==> config.mk <==
export PLATFORM = sky130hd
export DESIGN_NAME = fifo36_drain
export DESIGN_NICKNAME = d
export VERILOG_FILES = /design/src/rtl/fifo36_drain.sv
export SDC_FILE = /design/constraint.sdc
export NUM_CORES = 1
export LEC_CHECK = 0
export CORE_MARGIN = 1.5
export CORE_UTILIZATION = 29
export DETAILED_ROUTE_END_ITERATION = 10
export PLACE_DENSITY = 0.49
export SYNTH_ARGS = -nofsm -noshare
export SYNTH_HDL_FRONTEND = slang
export SYNTH_SLANG_ARGS = --single-unit
export TNS_END_PERCENT = 20
==> constraint.sdc <==
create_clock -name clk -period 8.5 [get_ports clk]
set_input_delay 1.275 -clock clk [delete_from_list [all_inputs] [get_ports clk]]
set_output_delay 1.275 -clock clk [all_outputs]
set_load 0.05 [all_outputs]
==> src/rtl/fifo36_drain.sv <==
// Drain stage between an SRL shortfifo and the packet router: pops the FIFO into a
// 2-entry skid buffer, enforces SOF/EOF framing and keeps packet/error statistics.
module fifo36_drain #(
    parameter int WIDTH   = 36,
    parameter int MAX_LEN = 2048
) (
    input  logic             clk,
    input  logic             rst,
    input  logic             clear,
    input  logic [WIDTH-1:0] f_data,
    input  logic             f_empty,
    output logic             f_read,
    output logic [WIDTH-1:0] o_data,
    output logic             o_src_rdy,
    input  logic             o_dst_rdy,
    output logic [15:0]      pkt_count,
    output logic [7:0]       err_count,
    output logic             err,
    output logic [1:0]       occupied
);

    typedef enum logic [1:0] {IDLE, PKT, DROP} state_t;

    localparam logic [15:0] LAST_LEN = 16'(MAX_LEN - 1);

    state_t           state_reg, state_next;
    logic [15:0]      len_reg, len_next;
    logic [WIDTH-1:0] skid_reg [2];
    logic [1:0]       occ_reg;
    logic [15:0]      pkt_reg;
    logic [7:0]       err_cnt_reg;
    logic             err_reg;

    logic             sof, eof;
    logic             drop_word;
    logic             pop, push, pull;
    logic             err_event, pkt_inc;
    logic [WIDTH-1:0] fwd_data;
    logic [1:0]       wr_idx;

    assign sof = f_data[32];
    assign eof = f_data[33];

    // An SOF arriving in DROP is forwarded, so only non-SOF words may bypass the skid-room check.
    assign drop_word = ~sof & ((state_reg == IDLE) | (state_reg == DROP));
    assign pop       = ~f_empty & ~rst & ~clear & (drop_word | ~occ_reg[1]);
    assign pull      = (occ_reg != 2'd0) & o_dst_rdy;
    assign wr_idx    = occ_reg - {1'b0, pull};

    assign f_read    = pop;
    assign o_data    = skid_reg[0];
    assign o_src_rdy = (occ_reg != 2'd0);
    assign occupied  = occ_reg;
    assign pkt_count = pkt_reg;
    assign err_count = err_cnt_reg;
    assign err       = err_reg;

    always_comb begin
        state_next = state_reg;
        len_next   = len_reg;
        push       = 1'b0;
        fwd_data   = f_data;
        err_event  = 1'b0;
        pkt_inc    = 1'b0;
        if (pop) begin
            if (sof) begin
                push      = 1'b1;
                err_event = (state_reg == PKT);
                len_next  = 16'd1;
                if (eof) begin
                    pkt_inc    = 1'b1;
                    state_next = IDLE;
                end else begin
                    state_next = PKT;
                end
            end else begin
                case (state_reg)
                    IDLE: err_event = 1'b1;
                    DROP: begin
                        if (eof) state_next = IDLE;
                    end
                    PKT: begin
                        push     = 1'b1;
                        len_next = len_reg + 16'd1;
                        if (eof) begin
                            pkt_inc    = 1'b1;
                            state_next = IDLE;
                        end else if (len_reg == LAST_LEN) begin
                            // Truncate: close the packet here and discard the rest of it.
                            fwd_data[33] = 1'b1;
                            err_event    = 1'b1;
                            pkt_inc      = 1'b1;
                            state_next   = DROP;
                        end
                    end
                    default: state_next = IDLE;
                endcase
            end
        end
    end

    always_ff @(posedge clk) begin
        if (rst || clear) begin
            state_reg   <= IDLE;
            len_reg     <= 16'd0;
            occ_reg     <= 2'd0;
            pkt_reg     <= 16'd0;
            err_cnt_reg <= 8'd0;
            err_reg     <= 1'b0;
            for (int i = 0; i < 2; i++) skid_reg[i] <= '0;
        end else begin
            state_reg <= state_next;
            len_reg   <= len_next;
            err_reg   <= err_event;
            if (pkt_inc) pkt_reg <= pkt_reg + 16'd1;
            if (err_event && err_cnt_reg != 8'hFF) err_cnt_reg <= err_cnt_reg + 8'd1;
            occ_reg <= occ_reg + {1'b0, push} - {1'b0, pull};
            // The pushed word lands behind whatever remains after this cycle's pull.
            for (int i = 0; i < 2; i++) begin
                if (push && wr_idx == 2'(i)) begin
                    skid_reg[i] <= fwd_data;
                end else if (pull && i == 0) begin
                    skid_reg[0] <= skid_reg[1];
                end
            end
        end
    end

endmodule

Yosys cells after proc, flatten, opt, wreduce, memory -nomap -nowiden:

Memory sizes are Yosys's and may differ from the RTL's.
Cells that the tools add are included.

* RAM bits: 72
* register bits after elaboration: 45
* memories: 1
* output and inout port bits: 65

* multiplexer cells: 39
* eq/ne operators: 8
* reductions and logical operators: 10
* add/subtract/negate cells: 6
* bitwise operators: 15

Memories
* skid_reg: words 2, bits a word 36, read ports 2, clocked after memory_dff 0, wr ports 2, RTL line 28 `logic [WIDTH-1:0] skid_reg [2];`

Operators with widths (count)
* 36-bit two-way mux: 3
* 16-bit by 1-bit adder with 16-bit output, second input constant: 2
* 16-bit two-way mux: 2
* 1-bit two-way mux: 28
* 16-bit by 11-bit equality test with 1-bit output, second input constant: 1
* 8-bit by 1-bit adder with 8-bit output, second input constant: 1
* 2-bit two-way mux: 4
* 8-bit inequality test, second input constant: 1
* 2-bit case mux with 3 select lines: 1
* 1-bit bitwise AND: 5
* 1-bit inverter: 5
* 1-bit bitwise OR: 5
* 2-bit by 1-bit equality test with 1-bit output, second input constant: 2
* 2-bit zero test: 2
* 4-bit by 3-bit inequality test with 1-bit output, second input constant: 1
* 4-bit AND reduction: 1
* 2-bit nonzero test: 2
* 2-bit by 1-bit subtractor with 2-bit output: 2
* 1-bit logical AND: 3
* 3-bit inequality test, second input constant: 1
* 2-bit by 1-bit adder with 2-bit output: 1
* 2-bit equality test, second input constant: 1
* 2-bit inequality test, second input constant: 1
* 1-bit case mux with 2 select lines: 1
* other kinds (2): 2

Depth between registers and ports, before layout:

Gate-level depths: netlist (run 1).

* depth after elaboration: 12
* mapped depth: 10
* mapped depth without buffers: 9

Worst setup path after synthesis (run 1):

OpenSTA, ideal clock, no wires.

* path kind: in2reg
* from: input rst
* to: memory skid_reg[1][0], in the netlist skid_reg[0][36] (enable)
* slack: 3.311 ns
* cell stages on the path: 4
* data arrival time: 4.710 ns
* library setup time: 0.479 ns
* data required time: 8.021 ns
* cells stage by stage: or3_4 -> a2111oi_4 -> inv_1 -> o21ai_0

RTL lines
* start, declared: RTL line 8 `input logic rst,`
* end, declared: RTL line 28

Worst setup path after layout (run 1):

* from: input rst
* to: output f_read

* word-level cells in the longest chain between the ends: 4

RTL lines
* 1-bit inverter: RTL line 46 `assign pop = ~f_empty & ~rst & ~clear & (drop_word | ~occ_reg[1]);`
* 1-bit bitwise AND (3 in series): RTL line 46
* end, declared: RTL line 12 `output logic f_read,`

No other way between the ends.

==> results of run 1 <==
[synthesized netlist by cell type (3+ instances only)]
library cell / n
sky130_fd_sc_hd__edfxtp_1: 72
sky130_fd_sc_hd__dfxtp_1: 45
sky130_fd_sc_hd__buf_4: 36
sky130_fd_sc_hd__a22o_1: 35
sky130_fd_sc_hd__nor2b_1: 34
sky130_fd_sc_hd__nor2_1: 31
sky130_fd_sc_hd__clkbuf_1: 24
sky130_fd_sc_hd__nand2_1: 22
sky130_fd_sc_hd__a21oi_1: 16
sky130_fd_sc_hd__nand3_1: 14
sky130_fd_sc_hd__o21ai_0: 12
sky130_fd_sc_hd__a311oi_1: 11
sky130_fd_sc_hd__o31ai_1: 11
sky130_fd_sc_hd__or4_1: 11
sky130_fd_sc_hd__inv_1: 9
sky130_fd_sc_hd__and3_1: 8
sky130_fd_sc_hd__nand4_1: 7
sky130_fd_sc_hd__xor2_1: 7
sky130_fd_sc_hd__ha_1: 6
sky130_fd_sc_hd__o211ai_1: 6
sky130_fd_sc_hd__and4_1: 5
sky130_fd_sc_hd__o21a_1: 5
sky130_fd_sc_hd__buf_2: 4
sky130_fd_sc_hd__nor3_1: 4
sky130_fd_sc_hd__a211oi_1: 3
sky130_fd_sc_hd__and2_1: 3
sky130_fd_sc_hd__mux2i_1: 3
sky130_fd_sc_hd__nor3b_1: 3
sky130_fd_sc_hd__nor4_1: 3
sky130_fd_sc_hd__o2111ai_1: 3
sky130_fd_sc_hd__or2_2: 3
[routing by layer]
metal / part of all wire / up-vias / track usage / wire length (um)
met5: 0 / - / 0 / 0
met2: 0.46 / 93 / 0.210 / 5870
met4: 0.015 / 0 / 0.0488 / 187
met1: 0.48 / 1959 / 0.173 / 6210
li1: - / 1933 / - / -
met3: 0.048 / 17 / 0.0441 / 624
[worst paths after layout]
path                endpoint
min reg2reg    pkt_count[15]
max reg2reg  skid_reg[0][19]
min            pkt_count[15]
max                   f_read
[area by class of cell]
| type | count | area, um^2 | area share |
|---|---|---|---|
| flip-flops and latches | 117 | 3060 | 0.428 |
| well taps | 234 | 293 | 0.0409 |
| clock buffers | 17 | 425 | 0.0594 |
| repair buffers | 110 | 1090 | 0.152 |
| multi-input cells | 294 | 2040 | 0.286 |
| inverters | 9 | 33.8 | 0.00472 |
| clock inverters | 15 | 210 | 0.0294 |
[per-stage QoR]
| step | std cells | util | power, W | hold slack (ns) | setup slack [ns] |
|---|---|---|---|---|---|
| detailed placement | 764 | 0.350 | 0.000766 | 0.488 | 3.71 |
| CTS | 796 | 0.384 | 0.00155 | 0.498 | 3.69 |
| floorplan | 484 | - | 0.000724 | 0.453 | 3.31 |
| global placement | 764 | 0.350 | 0.000765 | 0.472 | 3.72 |
| global route | 796 | 0.384 | 0.00159 | 0.533 | 3.62 |
| finish | 796 | 0.384 | 0.00153 | 0.501 | 3.70 |
[cells by family after synthesis]
group,synth area share
xor gates and xnor gates,0.0128
and+or+nand+nor,0.168
adders and majority gates,0.0137
buffers and inverters,0.0756
DFF,0.559
AOI/OAI and AO/OA,0.166
muxes,0.00548
[worst max-delay path: cells and delay by family]
kind / cells / cell delay [ns]
buffers and inverters: 3 / 1.43
AND/OR/NAND/NOR: 2 / 0.81
[power by group through the flow]
stage          Sequential, W  Combinational (W)  Clock [W]
3_3_place_gp        0.000642           0.000123          0
4_1_cts             0.000631           0.000124   0.000794
2_1_floorplan       0.000643          0.0000814          0
3_5_place_dp        0.000643           0.000123          0
5_1_grt             0.000633           0.000130   0.000823
6_report            0.000631           0.000123   0.000777
==> summary.md, run 1 <==
| Metric | Value |
|---|---|
| Yosys reg bits | 117 |
| CP max stage cell | sky130_fd_sc_hd__clkdlybuf4s50_1 |
| Sw Pwr | 0.000345 W |
| Largest fanout on the critical path | 6 |
| Share of power burned in the clock network | 0.508 |
| # IOs | 106 |
| HPWL Detailed | 8.38 mm |
| GRT Overall Usage | 0.134 |
| Detailed-route via count | 4002 |
| CTS Buf Count | 17 |
| Max reg flops | 72 |
| DRC violation count after routing | 0 |
| Number of enable flip-flop cells after synthesis | 72 |
| Area contributors post-synth | sky130_fd_sc_hd__edfxtp_1, sky130_fd_sc_hd__dfxtp_1, sky130_fd_sc_hd__a22o_1 |
| Worst stage delay on the critical path | 0.83 ns |
| Post-Syn Instances | 484 |
| CTS resizes | 0 |
| Final setup viols | 0 |
| Clock H-tree levels | 4 |
| Proportion of power drawn by flip-flops and latches | 0.412 |
| Worst reg-to-reg setup slack | 5.67 ns |
| Power per Cell Area | 214 mW/mm^2 |
| Post-synthesis instance area | 0.00548 mm^2 |
| Worst Reg-to-Reg Cells | 6 |
| Worst setup path startpoint | rst |
| Number of pins with negative max-slew slack in the final report | 0 |
| Sequential fraction of the synthesis area | 0.559 |
| Average wire per cell in the routed design | 16.2 um |
| Effective utilization at floorplan | 0.294 |
| Arrival time at the worst endpoint | 3.52 ns |
| X dimension of the die | 140 um |
| Largest voltage drop on the vdd net | 0.133 mV |
| Critical path class | primary input to primary output |
| Via/cell ratio | 5.03 |
| Leading area contributor after synthesis | sky130_fd_sc_hd__edfxtp_1 |
| Final-layout fill cell count | 1825 |
| Clock tree from TritonCTS | yes |
| Critical Path Start Type | primary input |
| Count of max-cap constraint violations | 0 |
| Sequence of cells on the critical path | clkdlybuf4s50_1 -> or3_4 -> or2_2 -> inv_1 -> clkdlybuf4s50_1 |
| Most used cells in the layout excluding fill and tap cells | sky130_fd_sc_hd__clkdlybuf4s50_1, sky130_fd_sc_hd__edfxtp_1, sky130_fd_sc_hd__dfxtp_1, sky130_fd_sc_hd__a22o_1, sky130_fd_sc_hd__nor2b_1 |
| Max Root-Sink Buffers | 2 |
| DRC marker count from the first detailed-route iteration | 188 |
| Main flop type after synthesis | sky130_fd_sc_hd__edfxtp_1 |
| Aggregate negative setup slack | 0 ns |
| Max Clock Freq | 208 MHz |
| Number of routed nets with antenna violations | 0 |
| Clock latency at the later pin of the worst-skew pair | 0.41 ns |
| Hold/Removal Path Class | register to register |
| Wire length after detailed routing | 12.9 mm |
| Combinational share of power | 0.080 |
| Cell-internal power | 0.00119 W |
| ANT cells | 0 |
| Area of the die | 0.0197 mm^2 |
| Synth unique cells | 53 |
| Final period demand of the worst path | 4.80 ns |
| Synthesis Warnings | 0 |
| Cell mode on critical path | sky130_fd_sc_hd__clkdlybuf4s50_1 |
| Leakage power | 2.43 nW |
| Post-CTS setup buffers | 0 |
| RSZ-0062 raised after global routing | no |
| Post-DP Area | 0.00652 mm^2 |
| Rel. slew slack | 0.309 |
| CP endpoint kind | primary output |
| Synthesized Nets | 531 |
| Switching part of the total | 0.225 |
| Run status | finished clean |
| Asr flop ratio synth | 0 |
| Worst Hold Path Cells | 2 |
| Vias in the first global route | 3930 |
| Aggregate global routing overflow | 0 |
| Weighted congestion at the end of routability-driven global placement | 0.778 |
| Skew final | 0.00803 ns |
| Floorplan core area | 0.0186 mm^2 |
| Clock slew seen by the registers of the worst setup and hold paths | 0.06 ns |
| Mean area per synthesized cell | 11.3 um^2 |
| Initial DRT Pass Iterations | 4 |
| Clock root cell | sky130_fd_sc_hd__clkbuf_16 |
| Number of port buffers | 105 |
| Initial antenna violation count | 0 |
| Area share of the leading cell type in the synthesized netlist | 0.394 |
| Final Cell Area | 0.00716 mm^2 |
| CTS Hold Bufs | 0 |
| # rows | 50 |
| Relative area change from synthesis to final layout | 30.6% |
| Share of layout cells above drive strength 1 | 0.0890 |
| Data required time at the worst endpoint | 7.22 ns |
| Commonest non-fill, non-tap cell in the layout | sky130_fd_sc_hd__clkdlybuf4s50_1 |
| Vertical die dimension | 140 um |
| Final #Nets | 596 |
| Wire length of the first global-routing pass | 20.8 mm |
| Largest net degree at the start of global routing | 37 |
| Transition at the pin with the smallest max-transition slack | 1.03 ns |
| Worst min-delay path startpoint | pkt_count[15] |
| Final Hold Violating Endpoints | 0 |
| Number of sinks handled by clock tree synthesis | 117 |
| Critical R2R Launch | occupied[1] |
| Final critical-path share of the clock period | 0.564 |
Power figures use the tool's default switching activity.
==> run 2, diff against run 1 <==
==> constraint.sdc (replaced) <==
create_clock -name clk -period 4.8 [get_ports clk]
set_input_delay 0.72 -clock clk [delete_from_list [all_inputs] [get_ports clk]]
set_output_delay 0.72 -clock clk [all_outputs]
set_load 0.05 [all_outputs]
==> summary.md, run 2 (synthesis gave the netlist of run 1 again) <==
| Metric | Value |
|---|---|
| DRC marker count from the first detailed-route iteration | 162 (was 188) |
| Worst setup path startpoint | rst (unchanged) |
| Cell family contributing the most delay on the critical path | buffers and inverters (unchanged) |
| Wire length after detailed routing | 12.6 mm (was 12.9 mm) |
| Aggregate global routing overflow | 0 (unchanged) |
| Final Cell Area | 0.00714 mm^2 (was 0.00716 mm^2) |
| Worst Reg-to-Reg Cells | 6 (unchanged) |
| # rows | 50 (unchanged) |
| Share of layout cells above drive strength 1 | 0.0943 (was 0.0890) |
| RSZ-0062 raised after global routing | no (unchanged) |
| Max reg flops | 72 (unchanged) |
| Final-layout fill cell count | 1834 (was 1825) |
| Hold/Removal Path Class | register to register (unchanged) |
| CP max stage cell | sky130_fd_sc_hd__clkdlybuf4s50_1 (unchanged) |
| Transition at the pin with the smallest max-transition slack | 0.996 ns (was 1.03 ns) |
| Worst path depth | 5 (unchanged) |
| Critical Path Start Type | primary input (unchanged) |
| HPWL Detailed | 8.35 mm (was 8.38 mm) |
| Average wire per cell in the routed design | 15.9 um (was 16.2 um) |
| # IOs | 106 (unchanged) |
| Clock slew seen by the registers of the worst setup and hold paths | 0.06 ns (about the same) |
| Final setup viols | 0 (unchanged) |
| Initial antenna violation count | 0 (unchanged) |
| Area of the die | 0.0197 mm^2 (unchanged) |
| Final #Nets | 596 (unchanged) |
| Met3 usage | 0.0376 (was 0.0441) |
| Sequence of cells on the critical path | clkdlybuf4s50_1 -> or3_4 -> or2_2 -> inv_1 -> clkdlybuf4s50_1 (unchanged) |
| Wire length of the first global-routing pass | 20.8 mm (about the same) |
| CTS resizes | 0 (unchanged) |
| CP endpoint kind | primary output (unchanged) |
| RR Endpoint | skid_reg[0][30] (was skid_reg[0][19]) |
| Aggregate negative setup slack | 0 ns (unchanged) |
| Busiest metal layer after global routing | met2 (unchanged) |
| Power per Cell Area | 371 mW/mm^2 (was 214 mW/mm^2) |
| Clock latency at the later pin of the worst-skew pair | 0.41 ns (about the same) |
| Post-DP Area | 0.00652 mm^2 (unchanged) |
| Data required time at the worst endpoint | 4.08 ns (was 7.22 ns) |
| Max Root-Sink Buffers | 2 (unchanged) |
| Final period demand of the worst path | 3.61 ns |
| CTS Hold Bufs | 0 (unchanged) |
| Number of port buffers | 105 (unchanged) |
| Clock root cell | sky130_fd_sc_hd__clkbuf_16 (unchanged) |
| Via/cell ratio | 5.02 (was 5.03) |
| Critical path destination | f_read (unchanged) |
| GR met1 Demand/Resource | 0.173 (about the same) |
| Relative area change from synthesis to final layout | 30.2% (was 30.6%) |
| Number of pins with negative max-slew slack in the final report | 0 (unchanged) |
| Number of sinks handled by clock tree synthesis | 117 (unchanged) |
| Cell mode on critical path | sky130_fd_sc_hd__clkdlybuf4s50_1 (unchanged) |
| Post-CTS setup buffers | 0 (unchanged) |
| CTS Buf Count | 17 (unchanged) |
| Count of max-cap constraint violations | 0 (unchanged) |
| Initial DRT Pass Iterations | 4 (unchanged) |
| Clock tree from TritonCTS | yes (unchanged) |
| DRC violation count after routing | 0 (unchanged) |
| Largest net degree at the start of global routing | 37 (unchanged) |
| Weighted congestion at the end of routability-driven global placement | 0.767 (was 0.778) |
| Final Hold Violating Endpoints | 0 (unchanged) |
| Worst reg-to-reg setup slack | 1.98 ns (was 5.67 ns) |
| GRT Overall Usage | 0.134 (about the same) |
| Clock H-tree levels | 4 (unchanged) |
| Final critical-path share of the clock period | 0.752 |
| Critical path class | primary input to primary output (unchanged) |
| ANT cells | 0 (unchanged) |
| Floorplan core area | 0.0186 mm^2 (unchanged) |
| Worst Hold Path Cells | 1 (was 2) |
| Leakage power | 2.43 nW (about the same) |
| Vertical die dimension | 140 um (unchanged) |
| Skew final | 0.00908 ns (was 0.00803 ns) |
| Met2 Usage GRT | 0.216 (was 0.210) |
| Largest voltage drop on the vdd net | 0.233 mV (was 0.133 mV) |
| Largest fanout on the critical path | 6 (unchanged) |
| Number of routed nets with antenna violations | 0 (unchanged) |
| Rel. slew slack | 0.331 (was 0.309) |
| Effective utilization at floorplan | 0.294 (unchanged) |
| Most used cells in the layout excluding fill and tap cells | sky130_fd_sc_hd__clkdlybuf4s50_1, sky130_fd_sc_hd__edfxtp_1, sky130_fd_sc_hd__dfxtp_1, sky130_fd_sc_hd__a22o_1, sky130_fd_sc_hd__nor2b_1 (unchanged) |
| Commonest non-fill, non-tap cell in the layout | sky130_fd_sc_hd__clkdlybuf4s50_1 (unchanged) |
| Detailed-route via count | 3997 (was 4002) |
| Worst stage delay on the critical path | 0.82 ns (was 0.83 ns) |
| Vias in the first global route | 3937 (was 3930) |
| Critical path buffers and inverters | 3 (unchanged) |
| X dimension of the die | 140 um (unchanged) |
| Critical R2R Launch | occupied[1] (unchanged) |
| Arrival time at the worst endpoint | 2.89 ns (was 3.52 ns) |
| Max Clock Freq | 277 MHz |
| Run status | finished clean (unchanged) |
## run 2: changes by cell type in the layout (fill, tap and decap cells not counted)
cell	delta
sky130_fd_sc_hd__bufinv_16	-2
sky130_fd_sc_hd__clkinv_2	-1
sky130_fd_sc_hd__clkinvlp_4	-3
sky130_fd_sc_hd__clkinv_1	-3
sky130_fd_sc_hd__clkinv_4	+2
sky130_fd_sc_hd__inv_6	+7
## run 2: worst min path at each step
stage,start,end,slack (ns)
after global routing,pkt_count[15],pkt_count[15],0.53
final,len_reg[9],len_reg[9],0.49
after detailed placement,pkt_count[15],pkt_count[15],0.48
after floorplan,len_reg[9],len_reg[9],0.45
after CTS,pkt_count[15],pkt_count[15],0.49
after global placement,pkt_count[15],pkt_count[15],0.47
## run 2: layout make-up
class / instances / area, um^2 / area share
Sequential cell: 117 / 3060 / 0.429
Multi-Input combinational cell: 294 / 2040 / 0.286
Timing Repair Buffer: 110 / 1090 / 0.152
Clock buffer: 17 / 425 / 0.0596
Tap cell: 234 / 293 / 0.0410
Clock inverter: 15 / 190 / 0.0266
Inverter: 9 / 33.8 / 0.00473
## run 2: report_power, final
group / switching, W / internal (W)
Sequential: 0.0000115 / 0.00110
Combinational: 0.000136 / 0.0000796
Clock: 0.000489 / 0.000830
## run 2: layer usage
metal	vias to the layer above	wire length, um
li1	1943	-
met1	1939	6120
met2	103	5760
met3	12	591
met4	0	137
met5	-	0
## run 2: worst register-to-register path, cell delays in order (launching register included)
cell	delay, ns
sky130_fd_sc_hd__dfxtp_1	0.40
sky130_fd_sc_hd__or2_2	0.34
sky130_fd_sc_hd__and2_1	0.23
sky130_fd_sc_hd__ha_1	0.25
sky130_fd_sc_hd__a2111oi_4	0.38
sky130_fd_sc_hd__nand2_1	0.15
sky130_fd_sc_hd__nand2_2	0.66
## run 2: stage by stage
stage	utilization	total power [W]	setup WS (ns)	instances	hold slack (ns)
after floorplan	-	0.00128	0.902	484	0.453
after global placement	0.350	0.00135	1.19	764	0.473
after detailed placement	0.350	0.00136	1.19	764	0.483
after CTS	0.383	0.00269	1.19	796	0.491
after global routing	0.383	0.00275	1.07	796	0.532
final	0.383	0.00265	1.19	796	0.494
